`src/rtl/queue_pkg.sv`:
```
// Shared definitions for the acquisition-path queue: default geometry and
// the pointer-width helper used by the top level and the storage array.
package queue_pkg;

  localparam int unsigned DEF_WIDTH = 8;
  localparam int unsigned DEF_DEPTH = 16;

  // Address bits needed to index a DEPTH-entry array (DEPTH is a power of two)
  function automatic int unsigned ptr_w(input int unsigned depth);
    return $clog2(depth);
  endfunction

endpackage

```
`src/rtl/queue_ram.sv`:
```
// DEPTH x WIDTH register file for the queue.
// Ports: ck (clock), we/waddr/wdata (synchronous write port),
//        raddr/rdata (asynchronous read port).
// Contents are deliberately not reset; the top level masks reads when empty.
module queue_ram
  import queue_pkg::*;
#(
  parameter int unsigned WIDTH = DEF_WIDTH,
  parameter int unsigned DEPTH = DEF_DEPTH,
  localparam int unsigned AW   = ptr_w(DEPTH)
) (
  input  logic             ck,
  input  logic             we,
  input  logic [AW-1:0]    waddr,
  input  logic [WIDTH-1:0] wdata,
  input  logic [AW-1:0]    raddr,
  output logic [WIDTH-1:0] rdata
);

  logic [WIDTH-1:0] mem [DEPTH];

  // Single write port
  always_ff @(posedge ck) begin
    if (we) mem[waddr] <= wdata;
  end

  // Combinational read gives first-word-fall-through at the top level
  assign rdata = mem[raddr];

endmodule

```
`src/rtl/queue_p.sv`:
```
// Parametrised first-word-fall-through FIFO between the sampling front-end
// (producer, ld) and the packetiser (consumer, pp).
// Ports: ck, rst_n (sync, active-low), in/ld (push), pp (pop), clr (flush);
//        out (head data, 0 when empty), em/fu/ae/af (status flags),
//        cnt (occupancy 0..DEPTH), ovf/udf (sticky error flags).
module queue_p
  import queue_pkg::*;
#(
  parameter int unsigned WIDTH    = DEF_WIDTH,
  parameter int unsigned DEPTH    = DEF_DEPTH,
  parameter int unsigned AF_LEVEL = DEPTH - 2,
  parameter int unsigned AE_LEVEL = 2,
  localparam int unsigned AW      = ptr_w(DEPTH),
  localparam int unsigned CW      = AW + 1
) (
  input  logic             ck,
  input  logic             rst_n,
  input  logic [WIDTH-1:0] in,
  input  logic             ld,
  input  logic             pp,
  input  logic             clr,
  output logic [WIDTH-1:0] out,
  output logic             em,
  output logic             fu,
  output logic             ae,
  output logic             af,
  output logic [CW-1:0]    cnt,
  output logic             ovf,
  output logic             udf
);

  // Pointers carry one wrap bit above the address bits
  logic [CW-1:0]    wr_ptr;
  logic [CW-1:0]    rd_ptr;
  logic             ovf_q;
  logic             udf_q;
  logic             push;
  logic             pop;
  logic [WIDTH-1:0] rdata;

  assign em  = (wr_ptr == rd_ptr);
  assign fu  = (wr_ptr[AW-1:0] == rd_ptr[AW-1:0]) && (wr_ptr[AW] != rd_ptr[AW]);
  assign cnt = wr_ptr - rd_ptr;
  assign ae  = (32'(cnt) <= AE_LEVEL);
  assign af  = (32'(cnt) >= AF_LEVEL);

  // A pop frees the slot in the same cycle, so a full queue can still accept
  assign push = ld && (!fu || pp);
  assign pop  = pp && !em;

  // Pointer and sticky error state; reset beats flush beats push/pop
  always_ff @(posedge ck) begin
    if (!rst_n) begin
      wr_ptr <= '0;
      rd_ptr <= '0;
      ovf_q  <= 1'b0;
      udf_q  <= 1'b0;
    end else if (clr) begin
      wr_ptr <= '0;
      rd_ptr <= '0;
      ovf_q  <= 1'b0;
      udf_q  <= 1'b0;
    end else begin
      if (push)             wr_ptr <= wr_ptr + CW'(1);
      if (pop)              rd_ptr <= rd_ptr + CW'(1);
      if (ld && fu && !pp)  ovf_q  <= 1'b1;
      if (pp && em)         udf_q  <= 1'b1;
    end
  end

  queue_ram #(
    .WIDTH (WIDTH),
    .DEPTH (DEPTH)
  ) u_ram (
    .ck    (ck),
    .we    (rst_n && !clr && push),
    .waddr (wr_ptr[AW-1:0]),
    .wdata (in),
    .raddr (rd_ptr[AW-1:0]),
    .rdata (rdata)
  );

  // Mask the unreset storage so out is never X while empty
  assign out = em ? '0 : rdata;
  assign ovf = ovf_q;
  assign udf = udf_q;

endmodule

```
`config.mk`:
```
export PLATFORM = sky130hd
export DESIGN_NAME = queue_p
export DESIGN_NICKNAME = d
export VERILOG_FILES = /design/src/rtl/queue_pkg.sv /design/src/rtl/queue_ram.sv /design/src/rtl/queue_p.sv
export SDC_FILE = /design/constraint.sdc
export NUM_CORES = 1
export LEC_CHECK = 0
export CORE_MARGIN = 8
export CORE_UTILIZATION = 55
export DETAILED_ROUTE_END_ITERATION = 7
export PLACE_DENSITY = 0.74
export RECOVER_POWER = 100
export SLEW_MARGIN = 10
export SYNTH_ARGS = -nofsm -noshare
export SYNTH_HDL_FRONTEND = slang
export SYNTH_SLANG_ARGS = --single-unit
```
`constraint.sdc`:
```
create_clock -name ck -period 3.8 [get_ports ck]
set_input_delay 1.14 -clock ck [delete_from_list [all_inputs] [get_ports ck]]
set_output_delay 1.14 -clock ck [all_outputs]
set_load 0.05 [all_outputs]
```
==> impl_results.md, run 1 <==
- Number of port buffers: 31
- Main combinational cell family by area after synthesis: multiplexers
- Post-Synth Simple-Gate Area: 5.147%
- Dpl ws: 0.4192 ns
- Tcrit/Tclk final: 96.49%
- Mapped Cells: about 320
- DP HPWL: between 7000 and 8000 µm
- Critical path startpoint: wr_ptr[0]
- Clock slew at reported path FFs: around 0.060 ns
- CP max stage delay: 0.40 ns
- Gr usage total: between 15 and 20%
- Critical path, cell by cell: inv_2 -> ha_1 -> inv_1 -> fa_1 -> a21o_1 -> a21oi_2 -> xnor2_2 -> a211oi_2 -> buf_12
- Fillers: around 740
- Core ar.: about 11000 µm²
- Multi-input gate area: between 1500 and 2000 µm²
- Max cap viols: 0
- Area Growth Syn to Fin: 19.05%
- Vias in the first global route: between 3000 and 4000
- Top cell family by delay on the critical path: compound AO/OA/AOI/OAI gates
- DRC: 0
- Post-synth ARST share: 0%
- Register area share after synthesis: a little over two thirds
- Setup Skew: 0.007775 ns
- Final WL: 11550 µm
- Num CTS Buffers: 17
- Worst-path fanout max: 4
- Die H: about 120 µm
- Crit path depth: 9
- Fraction of layout cells with a size suffix above 1: 20.97%
- Synth Flop Type: edfxtp_1
- Layout Nets: 382
- Antenna viol nets, final: 0
- Final hold violation count: 0
- Hold path depth: 2
- Setup TNS: 0 ns
- Storage cell area: 4165 µm²
- Maximum VDD drop: approximately 0.00028 V
- GPL Wtd Cong: 0.7375
- Mux cell area share after synthesis: ~14%
- Status: complete, no violations
- Wire length of the first global-routing pass: ~18000 µm
- Worst r2r src: rd_ptr[2]
- Initial DRC count: roughly 210
- Clock sinks: 144
- Commonest cells after routing, fill and taps aside: edfxtp_1, mux4_2, clkbuf_16
- Hold Path Origin: ovf
- CTS Hold Bufs: 0
- Final Slew Violations: 0
- Post-synthesis cell area: just under 6000 µm²
- Nature of the critical path endpoint: primary output
- CP Data Arrival Time: 2.53 ns
- Synth warn: 0
- Critical path type: reg2out
- Slew headroom: 27.85%
- GRT Residual Overflow: 0
- Crit start category: flop
- Clock Tree Root: clkbuf_8
- Worst path bufs/invs: 3
- Post-Synth XOR/XNOR Area: 1.450%
- Unique masters post-synth: 39
- Max H-tree Level: 4
- Worst path slowest cell: fa_1
- Top-area cell type share of the netlist area: 64.54%
- Synth area leaders: edfxtp_1, mux4_2, dfxtp_1
- Initial antenna violation count: 0
- Final min period: between 3 and 4 ns
- Ant diodes: 0
- Compound-gate portion of the synthesized area: between 4 and 5%
- Synthesized area per cell: around 19 µm²
- Adder-cell share of the synthesized area: under 10%
- Synth Register Bits: about 140
- Max Fclk: 272.7 MHz
- Largest net degree at the start of global routing: 33
- Via Count: approximately 3000
- WL per Instance: ~23 µm
- Largest area contributor in the netlist: edfxtp_1
- Vias/cell: ~5.9
- IO Pins: 32
- Final setup violation count: 0
- Horiz. Die Dim: 120.1 µm
- Commonest non-fill, non-tap cell in the layout: edfxtp_1
- WP data required: around 2.7 ns
- Slew @ Worst Pin: 1.073 ns
- Count of TritonRoute iterations in the first routing pass: 4
- Post-synth EDFFs: around 130
- Setup WS post-layout: around 0.13 ns
- CTS Buffer Depth: 2
- Worst reg-to-reg path cell count: 7
- Power per Cell Area: slightly below 500 nW/µm²
- Net Count, Synth: ~340
- Clk Latency, worst-skew pair: around 0.52 ns
- CTS tree: built
- HP Class: reg2reg
- Die area: 14410 µm²
- Static leakage: 0.002293 µW
- Row Count: 38
- Initial Utilization: about 56%
## worst register-to-register path: stages (launching register included)
cell and delay (ns):
dfxtp_1 0.36, inv_1 0.09, ha_1 0.35, nand4_1 0.18, clkbuf_1 0.21, o31ai_1 0.88, nor3_1 0.24, and2_0 0.51
## routing by layer
metal  wire [µm]  GRT usage (%)
met3         670          5.167
met2        6000          28.54
met5           0              0
met1        4724          20.28
met4         157          7.338
## timing repair
item,CTS,global route
setup endpoints to repair,1,9
cloned,0,1
pin swaps,0,1
setup buffers,0,0
gates resized for setup,1,7
## synth_stat cells, types with 8 or more instances
master and number:
mux4_1 8, ha_1 9, dfxtp_1 16, a211oi_1 17, mux2i_1 10, and2_1 17
mux4_2 24, nor2b_1 9, nor2_1 12, edfxtp_1 128, inv_1 8
## sequential cells by signal, indices dropped and copies added, names as in the netlist, named ones only
name / flops
u_ram.mem: 128
rd_ptr: 5
wr_ptr: 5
ovf: 1
udf: 1
## kinds of logic (layout without fill, tap and decap cells)
kind of cell             after synthesis  in the layout
AO/OA/AOI/OAI                         36             36
XOR/XNOR                               9              9
adder cells (fa/ha/maj)               10             10
buffers and inverters                 25             78
flip-flops                           144            144
multiplexers                          42             42
AND/OR/NAND/NOR                       53             53
## where the power goes
part / switching, µW / internal [µW]
sequential: 3.51 / 1730
combinational: 98.1 / 60.6
clock: 572 / 1010
## through the flow
step	total power (µW)	instances	util (%)	cell area (µm²)	hold slack [ns]
floorplan	1845	319	-	5961	0.4813
global placement	1926	479	60.77	6501	0.4557
detailed placement	1930	479	60.77	6501	0.4600
CTS	3504	511	66.25	7087	0.4859
global route	3560	512	66.28	7091	0.5143
finish	3469	512	66.28	7091	0.4796
## path summary, 6_finish.rpt
kind / to / slack, ns
worst max-delay path: ae / 0.13
worst min-delay path: ovf / 0.48
worst max register to register: u_ram.mem[12][6] / 0.60
worst min register to register: ovf / 0.48
## layout make-up
class / instances / share of cell area [%]
clock inverters: 2 / 0.1412
well taps: 140 / 2.470
multi-input cells: 150 / 23.20
repair buffers: 38 / 6.882
clock buffers: 30 / 8.135
flip-flops and latches: 144 / 58.74
inverters: 8 / 0.4235
(Power assumes the default switching activity.)
==> run 2: changes to the inputs <==
- GPL_ROUTABILITY_DRIVEN: default -> 0
- clock period: 3.8 -> 4 ns (I/O delays scaled with it)
==> impl_results.md, run 2 (synthesized netlist as in run 1, its figures left out) <==
- DP HPWL: 7499 µm (+3.2%)
- Clock Tree Root: clkbuf_8
- Area Growth Syn to Fin: 17.75%
- Worst reg-to-reg path cell count: 6 (-1)
- Hold path depth: 2 (unchanged)
- RSZ-0062 raised after global routing: false
- Vias in the first global route: 3362 (+2.6%)
- Clock slew at reported path FFs: 0.06 ns (about the same)
- Largest regs: u_ram.mem: 128 flops, rd_ptr: 5 flops, wr_ptr: 5 flops
- R2R setup slack: 0.79 ns (+0.19 ns)
- Static leakage: 0.002263 µW (-1.3%)
- Min-Delay Endpoint: ovf
- Die H: 120.1 µm (unchanged)
- Hold Path Origin: ovf
- DRC: 0 (unchanged)
- Most flop-heavy register: u_ram.mem
- WL per Instance: 24.36 µm (+7.9%)
- Slew @ Worst Pin: 1.061 ns (-0.01174 ns)
- Core ar.: 10700 µm² (unchanged)
- Max H-tree Level: 4 (unchanged)
- WP data required: 2.80 ns (+0.14 ns)
- CTS tree: built
- GRT Residual Overflow: 0 (unchanged)
- Max Fclk: about 260 MHz
- Final min period: a little under 4 ns
- Tcrit/Tclk final: 97.82%
- Largest net degree at the start of global routing: 33 (unchanged)
- Nature of the critical path endpoint: primary output
- CP max stage delay: 0.62 ns (+0.22 ns)
- Slew headroom: 28.64% (+0.79 points)
- Crit start category: flop
- Max cap viols: 0 (unchanged)
- Row Count: 38 (unchanged)
- Dpl ws: 0.4405 ns (+0.02133 ns)
- Inst Count DP: 478 (-0.21%)
- Setup WS post-layout: 0.08718 ns (-0.04609 ns)
- Final Slew Violations: 0 (unchanged)
- Clk Latency, worst-skew pair: 0.53 ns (about the same)
- Setup Skew: 0.005124 ns (-0.002652 ns)
- Power per Cell Area: 490.3 nW/µm² (+0.22%)
- HP Class: reg2reg
- Critical path type: reg2out
- Final WL: 12420 µm (+7.5%)
- Maximum VDD drop: 0.0002846 V (+0.79%)
- Max reg flops: 128 (unchanged)
- IO Pins: 32 (unchanged)
- Final cell count without fillers: 510 (-0.39%)
- Num CTS Buffers: 17 (unchanged)
- Die area: 14410 µm² (unchanged)
- Worst r2r dst: u_ram.mem[15][2]
- Commonest cells after routing, fill and taps aside: edfxtp_1, mux4_2, and2_0
- Number of port buffers: 31 (unchanged)
- Initial Utilization: 55.67% (unchanged)
- Initial antenna violation count: 0 (unchanged)
- Layout Nets: 380 (-0.52%)
- Commonest non-fill, non-tap cell in the layout: edfxtp_1
- Critical path, cell by cell: buf_6 -> mux4_1 -> nor2b_1 -> a211oi_1 -> a211oi_2 -> clkbuf_2
- Final hold violation count: 0 (unchanged)
- CTS Buffer Depth: 2 (unchanged)
- Gr usage total: 18.31% (+1.2 points)
- CP Data Arrival Time: 2.71 ns (+0.18 ns)
- Wire length of the first global-routing pass: 19200 µm (+4.9%)
- Post-DP Area: 6471 µm² (-0.46%)
- Worst-path fanout max: 32 (+28)
- Status: complete, no violations
- Final Cell Area: 7013 µm² (-1.1%)
- Antenna viol nets, final: 0 (unchanged)
- CTS Hold Bufs: 0 (unchanged)
- Count of TritonRoute iterations in the first routing pass: 7 (+3)
- Via Count: 3083 (+2.6%)
- Final setup violation count: 0 (unchanged)
- Initial DRC count: 263 (+28%)
- Horiz. Die Dim: 120.1 µm (unchanged)
- Clock sinks: 144 (unchanged)
- Vias/cell: 6.045 (+3.0%)
- Setup TNS: 0 ns (unchanged)
- Fraction of layout cells with a size suffix above 1: 19.46% (-1.5 points)
- Ant diodes: 0 (unchanged)
- Worst path slowest cell: mux4_1
- Worst r2r src: wr_ptr[0]
-- run 2: cell types whose count changed in the layout (fill, tap and decap cells not counted), moves of 2 or more --
cell / delta
clkbuf_1: -3
clkbuf_4: +2
buf_12: -6
clkbuf_8: -5
clkinv_1: +3
clkinvlp_4: +2
bufinv_16: +5
clkbuf_16: -4
-- run 2: timing repair --
item | CTS | global route
setup endpoints to repair | 2 | 5
endpoints found under the hold margin | 0 | 0
buffers inserted | 0 | 0
gates resized for setup | 2 | 6
-- run 2: cell type report --
type                    count  area, µm²
inverters                   8      30.03
fillers                   723       3685
clock inverters            12      190.2
well taps                 140      175.2
multi-input cells         150       1637
repair buffers             36      390.4
clock buffers              20      425.4
flip-flops and latches    144       4165
-- run 2: per-stage QoR --
step                      power [µW]  hold WS [ns]  utilization, %
final                           3439        0.4748           65.56
after global routing            3512        0.5178           65.56
after CTS                       3452        0.4890           66.22
after detailed placement        1829        0.4705           60.49
after global placement          1825        0.4544           60.49
after floorplan                 1753        0.4813               -
-- run 2: routing by layer --
layer / share of wire (%) / vias to the layer above / routed length, µm / GRT usage [%]
met5: 0 / - / 0 / 0
met4: 2.3 / 0 / 291 / 8.041
met3: 5.2 / 23 / 644 / 5.683
met2: 52 / 98 / 6448 / 31.19
met1: 41 / 1602 / 5037 / 20.92
li1: - / 1360 / - / -
-- run 2: power breakdown --
part	internal, µW	switching (µW)	total [µW]
registers	1640	2.76	1640
logic	49.9	93.2	143
clock network	1070	583	1650
-- run 2: worst max-delay path by stage --
stage              start  endpoint  slack (ns)  depth (start not counted)
6_report            flop    out[1]        0.09                          6
4_1_cts             flop    out[5]        0.02                          6
3_3_place_gp   rd_ptr[1]    cnt[3]        0.52                          7
5_1_grt        wr_ptr[0]    cnt[1]       0.008                          5
2_1_floorplan  wr_ptr[0]        ae        0.27                          8
3_5_place_dp   wr_ptr[1]    cnt[3]        0.44                          6
-- run 2: worst max-delay path: cells and delay by family (launching register included) --
family	cells	cell delay [ns]
simple gates	1	0.18
flops	1	0.32
buf+inv	2	0.62
mux	1	0.62
compound gates	2	0.41
